### src/rtl/uart_cmd_bridge.sv
// UART command bridge: 8N1 frames -> addr/data1/data2 + one-cycle trigger, then a readback response frame.
// Optional inter-byte frame timeout is compiled in with `define UART_CMD_TIMEOUT_EN.
module uart_cmd_bridge #(
    parameter logic [15:0] BAUD_DIV      = 16'd868,
    parameter logic [15:0] RESP_WAIT     = 16'd256,
    parameter logic [23:0] FRAME_TIMEOUT = 24'd1000000
) (
    input  logic        clk_in,
    input  logic        rst_n_in,
    input  logic        uart_rx_in,
    output logic        uart_tx_out,
    output logic        trig_out,
    output logic [15:0] addr_out,
    output logic [15:0] data1_out,
    output logic [15:0] data2_out,
    input  logic [15:0] resp_data_in,
    output logic [7:0]  err_count_out
);

    localparam logic [15:0] HALF_BIT  = BAUD_DIV >> 1;
    localparam logic [15:0] BAUD_LAST = BAUD_DIV - 16'd1;

    typedef enum logic [1:0] {RX_IDLE, RX_START, RX_DATA, RX_STOP} rx_state_t;
    typedef enum logic [2:0] {WAIT_SYNC, FIELD, CHK, TRIG, WAIT_RESP, TX_ACK, NAK} p_state_t;

    function automatic logic [7:0] sat_inc(input logic [7:0] v);
        return (v == 8'hFF) ? v : v + 8'd1;
    endfunction

    rx_state_t   rx_state;
    logic        rx_s1, rx_s2, rx_s3;
    logic [15:0] rx_cnt;
    logic [2:0]  rx_bit;
    logic [7:0]  rx_sh;
    logic [7:0]  rx_byte;
    logic        rx_done;
    logic        rx_ferr;

    p_state_t    p_state;
    logic [2:0]  field_idx;
    logic [47:0] hold;
    logic [7:0]  csum;
    logic [15:0] wait_cnt;
    logic        tx_go;
    logic [23:0] tx_go_data;
    logic [1:0]  tx_go_n;
    logic        to_hit;

    logic        tx_active;
    logic [8:0]  tx_frame;
    logic [3:0]  tx_bit;
    logic [15:0] tx_cnt;
    logic [15:0] tx_queue;
    logic [1:0]  tx_left;

    // Receiver: the baud counter restarts on the start edge so every HALF_BIT hit lands mid-bit.
    always_ff @(posedge clk_in or negedge rst_n_in) begin
        if (!rst_n_in) begin
            rx_s1    <= 1'b1;
            rx_s2    <= 1'b1;
            rx_s3    <= 1'b1;
            rx_state <= RX_IDLE;
            rx_cnt   <= 16'h0;
            rx_bit   <= 3'd0;
            rx_sh    <= 8'h0;
            rx_byte  <= 8'h0;
            rx_done  <= 1'b0;
            rx_ferr  <= 1'b0;
        end else begin
            rx_s1   <= uart_rx_in;
            rx_s2   <= rx_s1;
            rx_s3   <= rx_s2;
            rx_done <= 1'b0;
            rx_cnt  <= (rx_cnt == BAUD_LAST) ? 16'h0 : rx_cnt + 16'd1;
            case (rx_state)
                RX_IDLE: begin
                    rx_cnt <= 16'h0;
                    if (rx_s3 && !rx_s2) rx_state <= RX_START;
                end
                RX_START: if (rx_cnt == HALF_BIT) begin
                    if (rx_s2) rx_state <= RX_IDLE;
                    else begin
                        rx_state <= RX_DATA;
                        rx_bit   <= 3'd0;
                    end
                end
                RX_DATA: if (rx_cnt == HALF_BIT) begin
                    rx_sh  <= {rx_s2, rx_sh[7:1]};
                    rx_bit <= rx_bit + 3'd1;
                    if (rx_bit == 3'd7) rx_state <= RX_STOP;
                end
                RX_STOP: if (rx_cnt == HALF_BIT) begin
                    rx_done  <= 1'b1;
                    rx_ferr  <= !rx_s2;
                    rx_byte  <= rx_sh;
                    rx_state <= RX_IDLE;
                end
                default: rx_state <= RX_IDLE;
            endcase
        end
    end

`ifdef UART_CMD_TIMEOUT_EN
    logic [23:0] to_cnt;

    always_ff @(posedge clk_in or negedge rst_n_in) begin
        if (!rst_n_in) begin
            to_cnt <= 24'h0;
        end else if (rx_done || !(p_state == FIELD || p_state == CHK)) begin
            to_cnt <= 24'h0;
        end else if (to_cnt != FRAME_TIMEOUT) begin
            to_cnt <= to_cnt + 24'd1;
        end
    end

    assign to_hit = (to_cnt == FRAME_TIMEOUT);
`else
    logic unused_timeout;
    assign unused_timeout = ^FRAME_TIMEOUT;
    assign to_hit = 1'b0;
`endif

    // Parser: the trigger cycle is entered straight from CHK so trig_out follows the stop sample by one edge.
    always_ff @(posedge clk_in or negedge rst_n_in) begin
        if (!rst_n_in) begin
            p_state       <= WAIT_SYNC;
            field_idx     <= 3'd0;
            hold          <= 48'h0;
            csum          <= 8'h0;
            wait_cnt      <= 16'h0;
            tx_go         <= 1'b0;
            tx_go_data    <= 24'h0;
            tx_go_n       <= 2'd0;
            trig_out      <= 1'b0;
            addr_out      <= 16'h0;
            data1_out     <= 16'h0;
            data2_out     <= 16'h0;
            err_count_out <= 8'h0;
        end else begin
            trig_out <= 1'b0;
            tx_go    <= 1'b0;
            case (p_state)
                WAIT_SYNC: if (rx_done) begin
                    if (rx_ferr) err_count_out <= sat_inc(err_count_out);
                    else if (rx_byte == 8'hA5) begin
                        p_state   <= FIELD;
                        field_idx <= 3'd0;
                        csum      <= 8'h0;
                    end
                end
                FIELD: if (rx_done) begin
                    if (rx_ferr) begin
                        err_count_out <= sat_inc(err_count_out);
                        p_state       <= WAIT_SYNC;
                    end else begin
                        hold      <= {hold[39:0], rx_byte};
                        csum      <= csum ^ rx_byte;
                        field_idx <= field_idx + 3'd1;
                        if (field_idx == 3'd5) p_state <= CHK;
                    end
                end else if (to_hit) begin
                    err_count_out <= sat_inc(err_count_out);
                    p_state       <= WAIT_SYNC;
                end
                CHK: if (rx_done) begin
                    if (rx_ferr) begin
                        err_count_out <= sat_inc(err_count_out);
                        p_state       <= WAIT_SYNC;
                    end else if (rx_byte == csum) begin
                        addr_out  <= hold[47:32];
                        data1_out <= hold[31:16];
                        data2_out <= hold[15:0];
                        trig_out  <= 1'b1;
                        wait_cnt  <= 16'h0;
                        p_state   <= TRIG;
                    end else begin
                        err_count_out <= sat_inc(err_count_out);
                        tx_go         <= 1'b1;
                        tx_go_data    <= {8'hEE, 16'h0};
                        tx_go_n       <= 2'd1;
                        p_state       <= NAK;
                    end
                end else if (to_hit) begin
                    err_count_out <= sat_inc(err_count_out);
                    p_state       <= WAIT_SYNC;
                end
                TRIG: begin
                    wait_cnt <= wait_cnt + 16'd1;
                    p_state  <= WAIT_RESP;
                end
                WAIT_RESP: begin
                    if (wait_cnt == RESP_WAIT - 16'd1) begin
                        tx_go      <= 1'b1;
                        tx_go_data <= {8'h5A, resp_data_in};
                        tx_go_n    <= 2'd3;
                        p_state    <= TX_ACK;
                    end else begin
                        wait_cnt <= wait_cnt + 16'd1;
                    end
                end
                TX_ACK, NAK: if (!tx_go && !tx_active) p_state <= WAIT_SYNC;
                default: p_state <= WAIT_SYNC;
            endcase
        end
    end

    // Transmitter: the next queued byte is loaded on the last stop-bit cycle, so bytes run back to back.
    always_ff @(posedge clk_in or negedge rst_n_in) begin
        if (!rst_n_in) begin
            uart_tx_out <= 1'b1;
            tx_active   <= 1'b0;
            tx_frame    <= 9'h1FF;
            tx_bit      <= 4'd0;
            tx_cnt      <= 16'h0;
            tx_queue    <= 16'h0;
            tx_left     <= 2'd0;
        end else if (tx_go && !tx_active) begin
            tx_active   <= 1'b1;
            tx_frame    <= {1'b1, tx_go_data[23:16]};
            uart_tx_out <= 1'b0;
            tx_queue    <= tx_go_data[15:0];
            tx_left     <= tx_go_n - 2'd1;
            tx_bit      <= 4'd0;
            tx_cnt      <= 16'h0;
        end else if (tx_active) begin
            if (tx_cnt == BAUD_LAST) begin
                tx_cnt <= 16'h0;
                if (tx_bit == 4'd9) begin
                    if (tx_left != 2'd0) begin
                        tx_frame    <= {1'b1, tx_queue[15:8]};
                        tx_queue    <= {tx_queue[7:0], 8'h0};
                        tx_left     <= tx_left - 2'd1;
                        uart_tx_out <= 1'b0;
                        tx_bit      <= 4'd0;
                    end else begin
                        tx_active   <= 1'b0;
                        uart_tx_out <= 1'b1;
                    end
                end else begin
                    uart_tx_out <= tx_frame[0];
                    tx_frame    <= {1'b1, tx_frame[8:1]};
                    tx_bit      <= tx_bit + 4'd1;
                end
            end else begin
                tx_cnt <= tx_cnt + 16'd1;
            end
        end
    end

endmodule

### config.mk
export PLATFORM = sky130hd
export DESIGN_NAME = uart_cmd_bridge
export DESIGN_NICKNAME = d
export VERILOG_FILES = /design/src/rtl/uart_cmd_bridge.sv
export SDC_FILE = /design/constraint.sdc
export NUM_CORES = 1
export LEC_CHECK = 0
export ABC_AREA = 1
export CAP_MARGIN = 20
export CORE_MARGIN = 5
export CORE_UTILIZATION = 40
export CTS_CLUSTER_DIAMETER = 40
export DETAILED_ROUTE_END_ITERATION = 6
export PLACE_DENSITY_LB_ADDON = 0.12
export SYNTH_ARGS = -nofsm -noshare
export SYNTH_HDL_FRONTEND = slang
export SYNTH_SLANG_ARGS = --single-unit
### constraint.sdc
create_clock -name clk_in -period 1.63 [get_ports clk_in]
set_input_delay 0.163 -clock clk_in [delete_from_list [all_inputs] [get_ports clk_in]]
set_output_delay 0.163 -clock clk_in [all_outputs]
set_load 0.1 [all_outputs]
# Word level (Yosys, flattened, before mapping)
# Index checks and enable logic that the tools add are counted.
# Widths: inputs -> output; s select.
[classes]
addsub = 9
n_eq_ne = 42
mux = 103
n_bitwise = 2
reduce_logical = 34
[ops]
columns = ["cell", "n"]
rows = [
  ["$mux 16", 14],
  ["$mux 24", 4],
  ["$mux 8", 11],
  ["$mux 3", 19],
  ["$add 16x1->16 const B", 3],
  ["$pmux 16 s3", 1],
  ["$pmux 24 s2", 1],
  ["$mux 9", 5],
  ["$ne 2x2->1 const B", 18],
  ["$eq 16x10->1 const B", 2],
  ["$pmux 8 s2", 2],
  ["$mux 2", 15],
  ["$mux 1", 20],
  ["$mux 4", 5],
  ["$reduce_and 5->1", 4],
  ["$pmux 3 s6", 1],
  ["$reduce_bool 2->1", 9],
  ["$eq 16x8->1 const B", 1],
  ["$eq 16x9->1 const B", 1],
  ["$eq 8x8->1 const B", 2],
  ["$eq 3x3->1 const B", 5],
  ["$pmux 3 s2", 2],
  ["$reduce_and 4->1", 3],
  ["$add 8x1->8 const B", 1],
  ["27 further kinds", 41],
]
[totals]
ff_bits = 253
input_bits = 19
out_inout_bits = 58
wordCells = 220

# Longest topological paths before layout
# Gate-level depths: netlist of run 1.
[logic_depth]
ltp_word = 6
depth_mapped = 12
mapped_depth_nobuf = 11

# Least setup slack after synthesis of run 1
# OpenSTA, ideal clock, no wires.
[synth_path]
path_type = "register to register"
startpoint = "register err_count_out[1]"
endpoint = "register err_count_out[4]"
setup_ps = 67
arrival_ps = 2048
slack_ps = -485
stages_incl_launch_ff = 8
n_path_buf = 0
synth_period_minus_slack_ps = 2115
path_cell_list = "dfrtp_1 > ha_1 > nand2_1 > nor3_1 > nor2_4 > nand2_2 > nand2_1 > nand2_1"
[synth_between]
elab_chain_cells = 6
[synth_lines]
columns = ["element", "line", "rtl"]
rows = [
  ["from (decl)", "17", "output logic [7:0] err_count_out"],
  ["from (signal assigned)", "144", "if (rx_ferr) err_count_out <= sat_inc(err_count_out);"],
  ["from (signal assigned)", "153", "err_count_out <= sat_inc(err_count_out);"],
  ["from (signal assigned)", "162", "err_count_out <= sat_inc(err_count_out);"],
  ["$add 8x1->8 or $eq 8x8->1 (tied branches)", "-", ""],
  ["$mux 8 (*)", "27", "return (v == 8'hFF) ? v : v + 8'd1;"],
  ["$mux 8", "169", "end else if (rx_byte == csum) begin"],
  ["$mux 8", "166", "if (rx_ferr) begin"],
  ["$mux 8", "165", "CHK: if (rx_done) begin"],
  ["$pmux 8 s2 (*)", "142", "case (p_state)"],
]
# Every way passes the cells marked *; elsewhere a longest branch is shown, timed or not. The select of a mux whose other input is x is not followed.
# A chain may end at the register's enable or synchronous reset.

# Worst setup path after layout of run 1
[layout_path]
startpoint = "register rx_byte[7]"
endpoint = "register addr_out[3]"
[layout_between]
elab_chain_cells = 2
[layout_lines]
columns = ["element", "line", "rtl"]
rows = [
  ["from (decl)", "35", "logic [7:0] rx_byte;"],
  ["from (signal assigned)", "95", "rx_byte <= rx_sh;"],
  ["$eq 8x8->1", "169", ""],
  ["$reduce_and 4->1 (no line)", "-", ""],
  ["to (signal assigned)", "170", "addr_out <= hold[47:32];"],
  ["to (decl)", "13", "output logic [15:0] addr_out,"],
]
# No other way between the ends.

==> reports/qor.yml, run 1 <==
outcome: "complete, no violations"
hold_viol_final: 0
crit_path_end_kind: "flip-flop"
grt_max_degree: 51
leakagePower_uw: 0.007935
finalPower_uw: 15270
grt_pass1_wl_um: 45210
ys_warn_count: 0
startpoint: "rx_byte[7]"
rsz0062_at_grt: "yes"
crit_type: "flip-flop to flip-flop"
gp_congestion: 0.8554
stdcell_count: 1943
wl_per_cell_um: 13.68
syn-instance-count: 1364
ys_ff_latch: 245
track_usage_pct: 16.16
worstHoldStart: "uart_rx_in"
ios: 77
port-buffer-count: 76
firstDrtPassIters: 5
drt.antenna.violating_nets: 0
syn_to_final_growth_pct: 35.28
synthArstFlopShare_pct: 100.0
worstMarginPinSlew_ns: 0.4368
dieArea_sq_um: 32460
num_antenna_cells: 0
max_stage_delay_ns: 0.44
dp_slack_ns: 0.02301
slew_headroom_pct: 70.85
drv_cap: 0
min_path_cells: 1
fill_cells: 2582
layout_commonest_cell: "nand2_1"
clockBufferDepth: 3
cts.sinks: 245
hpwlAfterDp_um: 17440
cts-buffers-inserted: 42
holdWs_ns: 0.05700
drtIter0Drc: 554
rr_startpoint: "rx_byte[7]"
finalSetupViolations: 0
cp_top_family: "simple AND/OR/NAND/NOR gates"
timing.final.crit_period_ns: 1.613
cp.buffers_inverters: 3
num_vias: 9195
power_density_nw_per_um2: 974.7
grt_pass1_vias: 9039
worstPathArrival_ns: 2.06
startpoint_type: "flip-flop"
yosysTopAreaCellShare_pct: 50.34
syn_area_per_cell_sq_um: 8.491
cp_max_fo: 7
regToRegEndpoint: "addr_out[3]"
yosys_most_used_dff: "dfrtp_1"
core_sq_um: 28630
mostFrequentLayoutCells: "499 x nand2_1, 223 x dfrtp_1, 119 x nand3_1"
yosysSeqAreaShare_pct: 53.06
synth_top_area_cell: "dfrtp_1"
die_h_um: 180.2
syn_area_sq_um: 11580
synth_area_leaders: "dfrtp_1 50%, nand2_1 17%, nand3_1 5.2%"
grt-ovfl-total: 0
dieWidth_um: 180.2
synth-edff-count: 0
antenna_found_initial: 0
synth_nets: 1394
multi_input_area_sq_um: 5076
nets: 1558
start_util_pct: 40.46
hold_path.class: "input port to flip-flop"
worstPathRequired_ns: 2.08
cts_tree: "yes"
via_per_inst: 4.732
drc_errors: 0
final.setup_skew_ns: 0.02572
max_clock_freq_mhz: 620.1
setup_slack_ns: 0.01746
clk-insertion-delay-late_ns: 0.52
row_count: 62
min_to: "rx_s1"
crit_top_cell: "nand2_2"
synthDistinctLibCells: 39
seq_area_sq_um: 6163
placed_cells: 1852
clock-root-buffer: "clkbuf_16"
r2r_setup_slack_ns: 0.02
crit_slowest_cell: "dfrtp_1"
drv_slew: 0
path_cells: "inv_2 > nand2_2 > nand2_2 > nand2_2 > nor2_4 > nand3_4 > nor2_4 > buf_12 > buf_12 > nand2_4 > nand2_2"
post-route-period-util_pct: 98.93
clk_pin_slew_ns: 0.06
reg2reg_depth: 11
peakVddDrop_uv: 765.0
drt-total-wl_um: 26580
h-tree-depth: 2
drive_gt1_share_pct: 24.63
[layer usage]
layer | track usage [%] | vias to the layer above | part of all wire [%]
li1 | - | 4700 | -
met1 | 23.83 | 4339 | 50
met2 | 24.88 | 120 | 45
met3 | 2.947 | 36 | 3.2
met4 | 3.932 | 0 | 1.7
met5 | 0 | - | 0
[through the flow]
stage | setup TNS (ns) | util [%] | area (sq um)
finish | 0 | 54.74 | 15670
global route | -2.300 | 54.74 | 15670
CTS | -0.4543 | 53.31 | 15260
detailed placement | 0 | 48.21 | 13800
global placement | 0 | 48.21 | 13800
floorplan | 0 | - | 11600
[worst max path at each step]
stage                        to  slack, ns  cells past startpoint
6_report            addr_out[3]       0.02                     11
5_1_grt            addr_out[10]      -0.09                     11
4_1_cts            addr_out[13]      -0.03                     11
3_5_place_dp         tx_cnt[14]       0.02                      8
3_3_place_gp         tx_cnt[14]       0.05                      8
2_1_floorplan  err_count_out[4]       0.03                      7
[area by class of cell]
class | count | area share [%]
timing repair buffer | 159 | 13.73
tap | 384 | 3.066
clock buffer | 59 | 7.890
sequential | 245 | 39.34
clock inverter | 16 | 1.038
multi-input combinational | 974 | 32.40
inverter | 106 | 2.539
[synth_stat cells, drive strengths merged, types with 4 or more instances]
cell and count:
xnor2 4, xor2 19, or2 6, dfrtp 233, nand4 19, inv 104, o22ai 4, buf 30
mux2 38, ha 11, o21ai 60, nand3b 6, clkbuf 11, nand3 126, a21oi 8, nand2 547
nor2 104, nor3 12, dfstp 12
[state kept, by name, summed over array words and instances (netlist names), 4 cells and up, named ones only]
name           count
hold              48
tx_go_data        18
addr_out          16
data1_out         16
data2_out         16
rx_cnt            16
tx_cnt            16
tx_queue          16
wait_cnt          16
csum               8
err_count_out      8
rx_byte            8
rx_sh              8
tx_frame           8
tx_bit             4
[what timing repair did]
item                                    in CTS  in global routing
endpoints found under the hold margin      211                  0
endpoints found under the setup margin      16                144
hold buffers                                 1                  0
setup buffers                                1                  9
pin swaps                                    3                 17
cloned                                       1                  5
resized for setup                            4                 84
[worst reg2reg max path: cells and delay by family (launching register included)]
kind / cells / cell delay (ns)
buffers and inverters: 3 / 0.40
flip-flops: 1 / 0.44
AND/OR/NAND/NOR: 8 / 0.72
[kinds of logic (layout without fill, tap and decap cells)]
group | count (synthesis) | after routing | synth area share, %
compound gates | 78 | 78 | 3.986
xor+xnor | 23 | 23 | 1.739
fa+ha+maj | 11 | 11 | 1.188
buf+inv | 147 | 340 | 5.682
flops | 245 | 245 | 53.06
mux | 38 | 38 | 4.343
simple gates | 822 | 824 | 30.00
[power by group]
part | internal [uW] | switching [uW]
registers | 6140 | 72.8
logic | 171 | 327
clock network | 5600 | 2970
total | 11900 | 3370
(Power assumes the default switching activity.)
==> inputs of run 2 (changes only) <==
--- a/config.mk
+++ b/config.mk
@@ -11,6 +11,7 @@
 export CORE_UTILIZATION = 40
 export CTS_CLUSTER_DIAMETER = 40
 export DETAILED_ROUTE_END_ITERATION = 6
+export GPL_ROUTABILITY_DRIVEN = 0
 export PLACE_DENSITY_LB_ADDON = 0.12
 export SYNTH_ARGS = -nofsm -noshare
 export SYNTH_HDL_FRONTEND = slang
==> run 2 against run 1 <==
  * Clock skew is 0.0061 ns lower
  * Largest cell class unchanged
  * Critical endpoint is now data2_out[3]
  * Worst hold slack worse by 0.0014 ns
  * Wire length is 2.2% lower
  * Register-to-register slack better by 0.05 ns
  * Final cell count is 0.15% lower
  * Utilization is 0.34 points lower
  * Cell area is 0.62% lower
  * Non-clock buffer count is 5 higher
  * Via count is 0.72% lower
  * Combinational power is 4.4% lower
  * Sequential power hardly changed
==> reports/qor.yml, run 2 (synthesis gave the netlist of run 1 again) <==
clk_pin_slew_ns: 0.05  # was 0.06 ns
h-tree-depth: 2  # unchanged
grt_max_degree: 56  # was 51
leakagePower_uw: 0.007803  # was 0.007935 uW
clockBufferDepth: 3  # unchanged
drv_cap: 0  # unchanged
num_antenna_cells: 0  # unchanged
reg.largest.list: "hold: 48 flops, tx_go_data: 18 flops"  # unchanged
drt-total-wl_um: 26010  # was 26580 um
hpwlAfterDp_um: 17620  # was 17440 um
largest_reg_flops: 48  # unchanged
rsz0062_at_grt: "yes"  # unchanged
max_stage_delay_ns: 0.43  # was 0.44 ns
dieWidth_um: 180.2  # unchanged
drt.antenna.violating_nets: 0  # unchanged
start_util_pct: 40.46  # unchanged
clock-root-buffer: "clkbuf_16"  # unchanged
clk-insertion-delay-late_ns: 0.52  # about the same
die_h_um: 180.2  # unchanged
crit_type: "flip-flop to flip-flop"  # unchanged
layout_commonest_cell: "nand2_1"  # unchanged
worstMarginPinSlew_ns: 0.4250  # was 0.4368 ns
outcome: "complete, no violations"  # unchanged
timing.final.crit_period_ns: 1.563  # was 1.613 ns
worstPathArrival_ns: 2.02  # was 2.06 ns
antenna_found_initial: 0  # unchanged
grt_pass1_vias: 9113  # was 9039
track_usage_pct: 15.67  # was 16.16%
ios: 77  # unchanged
cts-buffers-inserted: 39  # was 42
top_register: "hold"  # unchanged
grt-ovfl-total: 0  # unchanged
core_sq_um: 28630  # unchanged
peakVddDrop_uv: 770.8  # was 765.0 uV
path_cells: "inv_2 > nand3_4 > nor2_2 > nand3_2 > nor2_4 > buf_12 > clkbuf_16 > nand2_2 > nand2_1"  # was inv_2 > nand2_2 > nand2_2 > nand2_2 > nor2_4 > nand3_4 > nor2_4 > buf_12 > buf_12 > nand2_4 > nand2_2
hold_viol_final: 0  # unchanged
slew_headroom_pct: 71.63  # was 70.85%
drive_gt1_share_pct: 23.97  # was 24.63%
hold_path.class: "input port to flip-flop"  # unchanged
drtIter0Drc: 567  # was 554
mostFrequentLayoutCells: "510 x nand2_1, 222 x dfrtp_1, 118 x nand3_1"  # was 499 x nand2_1, 223 x dfrtp_1, 119 x nand3_1
port-buffer-count: 76  # unchanged
cp.buffers_inverters: 3  # unchanged
cts_tree: "yes"  # unchanged
nets: 1558  # unchanged
worstPathRequired_ns: 2.08  # about the same
via_per_inst: 4.706  # was 4.732
finalSetupViolations: 0  # unchanged
r2r_setup_slack_ns: 0.07  # was 0.02 ns
syn_to_final_growth_pct: 34.45  # was 35.28%
design_area_sq_um: 15570  # was 15670 sq um
final.setup_skew_ns: 0.01958  # was 0.02572 ns
cts.sinks: 245  # unchanged
post_dp_cell_area_sq_um: 13840  # was 13800 sq um
startpoint_type: "flip-flop"  # unchanged
crit_slowest_cell: "dfrtp_2"  # was dfrtp_1
setup_slack_ns: 0.06656  # was 0.01746 ns
drv_slew: 0  # unchanged
wl_per_cell_um: 13.40  # was 13.68 um
grt_pass1_wl_um: 44020  # was 45210 um
drc_errors: 0  # unchanged
firstDrtPassIters: 5  # unchanged
num_vias: 9129  # was 9195
crit_path_end_kind: "flip-flop"  # unchanged
row_count: 62  # unchanged
dp_slack_ns: 0.04786  # was 0.02301 ns
holdWs_ns: 0.05564  # was 0.05700 ns
dieArea_sq_um: 32460  # unchanged
post-route-period-util_pct: 95.92  # was 98.93%
cp_max_fo: 8  # was 7
cp_top_family: "simple AND/OR/NAND/NOR gates"  # unchanged
power_density_nw_per_um2: 954.6  # was 974.7 nW/um^2
max_clock_freq_mhz: 639.6  # was 620.1 MHz
[run 2: changes by cell type in the layout (fill, tap and decap cells not counted), moves of 3 or more]
cell      before  now
buf_6          2    5
clkbuf_1       6    3
clkbuf_8      10    4
clkinv_2       4   10
inv_2         18   15
inv_6          3    0
nand2_1      499  510
nand2_4       17    5
[run 2: what timing repair did]
item,in CTS,in global routing
setup endpoints to repair,0,150
gates resized for setup,0,70
endpoints found under the hold margin,233,0
hold buffers,1,0
buffers inserted,0,6
[run 2: per-stage QoR]
stage | setup TNS [ns] | utilization, % | total power (uW) | cells
global placement | 0 | 48.34 | 6772 | 1857
detailed placement | 0 | 48.34 | 6779 | 1857
global route | -0.5762 | 54.40 | 15450 | 1940
floorplan | 0 | - | 6477 | 1364
finish | 0 | 54.40 | 14870 | 1940
CTS | 0 | 52.97 | 15110 | 1927
[run 2: area by class of cell]
class | count | area (sq um)
Clock buffer | 46 | 1042
Sequential cell | 245 | 6165
Timing Repair Buffer | 164 | 2256
Inverter | 106 | 404.1
Clock inverter | 23 | 272.8
Multi-Input combinational cell | 972 | 4952
Tap cell | 384 | 480.5
Fill cell | 2603 | 13050
[run 2: final timing paths]
path | cells after the start | start | endpoint
setup / recovery | 9 | p_state[0] | data2_out[3]
hold / removal | 1 | uart_rx_in | rx_s1
setup reg to reg | 9 | p_state[0] | data2_out[3]
hold reg to reg | 0 | rx_s1 | rx_s2
max in group asynchronous | 3 | rst_n_in | p_state[0]
min in group asynchronous | 2 | rst_n_in | hold[33]
[run 2: metal layers]
layer,track usage [%],share of wire (%),vias to the layer above
met5,0,0,-
met4,4.144,1.7,0
met3,2.927,3.7,35
met2,24.95,45,133
met1,22.20,49,4275
li1,-,-,4686
[run 2: power by group]
group | leakage [uW] | switching, uW | internal [uW]
combinational | 0.00389 | 305 | 172
clock | 0.000637 | 2950 | 5240
sequential | 0.00327 | 60.6 | 6140
total | 0.00780 | 3320 | 11500
==> patch 1, RTL diff (config.mk and constraints of run 1) <==
The 4 states of `rx_state_t` get a Gray code encoding in 2 bits.
--- a/src/rtl/uart_cmd_bridge.sv
+++ b/src/rtl/uart_cmd_bridge.sv
@@ -20,7 +20,7 @@
     localparam logic [15:0] HALF_BIT  = BAUD_DIV >> 1;
     localparam logic [15:0] BAUD_LAST = BAUD_DIV - 16'd1;
 
-    typedef enum logic [1:0] {RX_IDLE, RX_START, RX_DATA, RX_STOP} rx_state_t;
+    typedef enum logic [1:0] {RX_IDLE = 2'b00, RX_START = 2'b01, RX_DATA = 2'b11, RX_STOP = 2'b10} rx_state_t;
     typedef enum logic [2:0] {WAIT_SYNC, FIELD, CHK, TRIG, WAIT_RESP, TX_ACK, NAK} p_state_t;
 
     function automatic logic [7:0] sat_inc(input logic [7:0] v);
Behaviour: no difference found for any inputs over 10 cycles, from zero or initial values and one cycle with rst_n_in low; not proved beyond that.
==> patch 1 against run 1 <==
- cell area rose by 0.35%
- sequential cell count did not move
- clock power rose by 2.9%
- non-clock buffer count rose by 17
- wire length rose by 3.0%
- power rose by 2.9%
- critical path depth did not move
- first-iteration DRC count rose by 7.6%
- area after synthesis fell by 0.86%
- via count rose by 0.37%
- largest power group unchanged
- utilization rose by 0.34 points
- setup slack got worse by 0.0029 ns
- hold slack improved by 0.0099 ns
==> patch 1: results (changes against run 1) <==
- The average wire per cell in the routed design was 14.0 um (+2.6%).
- The fraction of area in clock buffers and inverters is 0.0896 (+0.000324).
- The fraction of area in non-clock buffers is 0.151 (+0.0134).
- The proportion of cell area occupied by registers is 0.392 (-0.00138).
- The pre-CTS setup slack was 0.0236 ns (+0.000608 ns).
- The global placer's final weighted congestion is 0.855 (about the same).
- The commonest cells after synthesis are sky130_fd_sc_hd__nand2_1, sky130_fd_sc_hd__dfrtp_1, sky130_fd_sc_hd__nand3_1, sky130_fd_sc_hd__inv_1, sky130_fd_sc_hd__nor2_1.
- The sequential element share of the synthesized area is 0.535 (+0.00463).
- The latest clock arrival within the worst-skew pair is 0.50 ns (-0.02 ns).
- The met2 demand-to-capacity share in global routing is 0.248 (-0.00117).
- The routed wire length came to 27.4 mm (+3.0%).
- The synthesized instance count came to 1359 (-0.37%).
- The part of the power in combinational logic is 0.044 (+0.011).
- The total instance count after detailed placement is 1861 (+0.49%).
- The post-CTS resize count came to 3 (-1).
- The synthesized-area fraction occupied by adder cells is 0.0120 (+0.000104).
- The multi-input logic portion of the cell area is 0.312 (-0.0119).
- The count of filler cells inserted in the layout came to 2609 (+1.0%).
- The global-route track usage on met3 is 0.0287 (-0.000773).
- The largest net degree at the start of global routing is 57 (+12%).
- The area taken by multi-input logic gates is 4910 um^2 (-3.3%).
- The XOR/XNOR share of the synthesized area is 0.0153 (-0.00214).
- The final layout net count was 1567 (+0.58%).
- The leakage component of the power came to 7.92 nW (-0.20%).
- The count of multi-input gates came to 971 (-0.31%).
- The worst-case clock skew is 0.00755 ns (-0.0182 ns).
- The maximum single-stage delay on the critical path is 0.41 ns (-0.03 ns).
- The mux cell area share after synthesis came to 0.0441 (+0.000705).
- The flow ran to the end, and the final reports show no timing, DRC or antenna violations.
- The fraction of the mapped netlist area in compound gates is 0.0421 (+0.00220).
- By area the synthesized netlist is led by sky130_fd_sc_hd__dfrtp_1, sky130_fd_sc_hd__nand2_1, sky130_fd_sc_hd__nand3_1, sky130_fd_sc_hd__inv_1, sky130_fd_sc_hd__nor2_1.
- The worst slew margin relative to its limit is 0.747 (+0.0387).
- The number of clock buffers in the layout was 49 (-17%).
- The power consumption was 15.7 mW (+2.9%).
- The switching power is 3.38 mW (+0.33%).
- The share of post-route cells with drive strength above 1 came to 0.243 (-0.00366).
- The number of setup buffers added after CTS is 0 (-1).
- The unique cell type count in the Yosys netlist came to 40 (+2.6%).
## patch 1: changes by cell type after synthesis, sizes merged, moves of 2 or more
cell,run 1,this run
a21oi,8,12
nor3b,0,3
xor2,19,15
clkinv,2,0
nand4,19,23
nand2,547,544
o21ai,60,66
nand3,126,116
nand3b,6,4
## patch 1: worst max-delay path, delay by kind of cell, from the launching register on
| family | cells | cell delay (ns) |
|---|---|---|
| AND/OR/NAND/NOR | 8 | 0.72 |
| buffers and inverters | 3 | 0.41 |
| flip-flops | 1 | 0.41 |
## patch 1: final timing paths
check	startpoint	endpoint	slack, ns	cells past startpoint
max reg2reg	rx_byte[2]	data2_out[5]	0.01	11
min reg2reg	rx_s1	rx_s2	0.35	0
min	uart_rx_in	rx_s1	0.07	1
min in group asynchronous	rst_n_in	data1_out[12]	0.15	2
max	rx_byte[2]	data2_out[5]	0.01	11
max in group asynchronous	rst_n_in	rx_s3	0.80	3
==> patch 2, RTL diff (settings of run 1) <==
Made on the original files. Set the parameter `RESP_WAIT` to 16'd128 (it was 16'd256).
--- a/src/rtl/uart_cmd_bridge.sv
+++ b/src/rtl/uart_cmd_bridge.sv
@@ -2,7 +2,7 @@
 // Optional inter-byte frame timeout is compiled in with `define UART_CMD_TIMEOUT_EN.
 module uart_cmd_bridge #(
     parameter logic [15:0] BAUD_DIV      = 16'd868,
-    parameter logic [15:0] RESP_WAIT     = 16'd256,
+    parameter logic [15:0] RESP_WAIT     = 16'd128,
     parameter logic [23:0] FRAME_TIMEOUT = 24'd1000000
 ) (
     input  logic        clk_in,
Check against the original RTL: no difference found for any inputs over 10 cycles, from zero or initial values and one cycle with rst_n_in low; that may be too few to reach the edited logic, so the function may still have changed.
==> patch 2 against run 1 <==
- the flow now finishes with violations (setup timing)
- clock power about the same
- cell area increased by 1.5%
- clock skew decreased by 0.0014 ns
- final cell count increased by 3.9%
- setup slack got worse by 0.041 ns
- power decreased by 0.30%
- area after synthesis decreased by 2.0%
- wire length increased by 5.8%
- die area decreased by 1.9%
- sequential cell count unchanged
- critical path type unchanged
- largest power group unchanged
- highest routed layer unchanged
==> patch 2: results (changes against run 1) <==
- The average size of a mapped cell was 7.99 um^2 (-5.9%).
- The startpoint of the most critical register-to-register path is rx_byte[3].
- The proportion of cell area occupied by registers is 0.387 (-0.00594).
- The number of non-clock buffers is 190 (+19%).
- The number of non-clock inverters is 100 (-5.7%).
- The via count of the first global-routing pass is 9180 (+1.6%).
- The run finished, with violations left.
- By area the synthesized netlist is led by sky130_fd_sc_hd__dfrtp_1, sky130_fd_sc_hd__nand2_1, sky130_fd_sc_hd__nand3_1, sky130_fd_sc_hd__inv_1, sky130_fd_sc_hd__nor2_1.
- The count of filler cells inserted in the layout came to 2548 (-1.3%).
- The number of failing setup endpoints in the final timing report came to 11 (+11).
- The sum of negative setup slack is -0.112 ns (-0.112 ns).
- The checks that failed: setup timing.
- The post-route worst setup slack came to -0.0234 ns (-0.0408 ns).
- The net count of the mapped netlist was 1451 (+4.1%).
- Ranked by instance count, the synthesized netlist is headed by sky130_fd_sc_hd__nand2_1, sky130_fd_sc_hd__dfrtp_1, sky130_fd_sc_hd__inv_1, sky130_fd_sc_hd__nand3_1, sky130_fd_sc_hd__nor2_1.
- The routed wire length came to 28.1 mm (+5.8%).
- The post-placement cell area came to 13800 um^2 (about the same).
- The synthesized-area fraction occupied by adder cells was 0.0121 (+0.000238).
- The total instance count after detailed placement is 1915 (+3.4%).
- The largest net degree at the start of global routing is 56 (+9.8%).
- The half-perimeter wire length after placement came to 17.9 mm (+2.7%).
- The sequential element share of the synthesized area is 0.541 (+0.0106).
- The arrival time at the worst endpoint came to 2.10 ns (+0.04 ns).
- The total number of vias was 9568 (+4.1%).
- The fraction of area in clock buffers and inverters came to 0.0864 (-0.00292).
- The worst slew margin relative to its limit was 0.719 (+0.0108).
- The count of multi-input gates is 1035 (+6.3%).
- The total global routing track utilization is 0.171 (+0.00893).
- The multi-input logic portion of the cell area was 0.314 (-0.0102).
- The average wire per cell in the routed design came to 13.9 um (+1.8%).
- The fraction of power spent switching nets is 0.225 (+0.00496).
- The fraction of the mapped netlist area in compound gates is 0.0385 (-0.00140).
- The number of clock buffers in the layout is 46 (-22%).
- The leakage component of the power is 8.00 nW (+0.77%).
- The initial DRC count is 589 (+6.3%).
- The mux cell area share after synthesis came to 0 (-0.0434).
- The largest driver fanout on the critical path is 6 (-1).
- The worst hold margin is 0.0747 ns (+0.0177 ns).
- The maximum single-stage delay on the critical path is 0.42 ns (-0.02 ns).
- The wire length of the first global-routing pass is 45.3 mm (+0.11%).
-- patch 2: changes by cell type in the layout (fill, tap and decap cells not counted), moves of 7 or more --
cell	run 1	this run
sky130_fd_sc_hd__nand2_1	499	600
sky130_fd_sc_hd__nand3_1	119	93
sky130_fd_sc_hd__mux2_4	20	0
sky130_fd_sc_hd__nand2_2	30	49
sky130_fd_sc_hd__mux2_2	17	0
sky130_fd_sc_hd__o21ai_0	44	59
sky130_fd_sc_hd__o21ai_2	15	0
sky130_fd_sc_hd__buf_4	67	80
sky130_fd_sc_hd__nand3b_1	6	19
sky130_fd_sc_hd__nor2_1	87	78
sky130_fd_sc_hd__buf_6	2	10
sky130_fd_sc_hd__nand2_4	17	10
-- patch 2: power groups by stage --
stage	clock network [mW]	registers (mW)	logic, mW
final	8.54	6.20	0.489
after detailed placement	0	6.30	0.502
after CTS	8.77	6.19	0.505
after floorplan	0	6.29	0.202
after global routing	9.04	6.20	0.569
after global placement	0	6.30	0.492
-- patch 2: worst max-delay path by stage --
stage	start	endpoint	slack, ns	cells after the start
after global placement	wait_cnt[0]	tx_go_data[8]	-0.03	10
after global routing	rx_byte[3]	data2_out[2]	-0.13	9
after detailed placement	rx_byte[7]	wait_cnt[15]	-0.04	10
after CTS	rx_byte[7]	addr_out[3]	-0.004	10
after floorplan	err_count_out[1]	err_count_out[7]	0.008	7
final	rx_byte[3]	data2_out[2]	-0.02	9
-- patch 2: metal layers --
layer | track usage | share of wire
met3 | 0.0286 | 0.036
met2 | 0.271 | 0.47
met5 | 0 | 0
met4 | 0.0435 | 0.017
met1 | 0.245 | 0.48
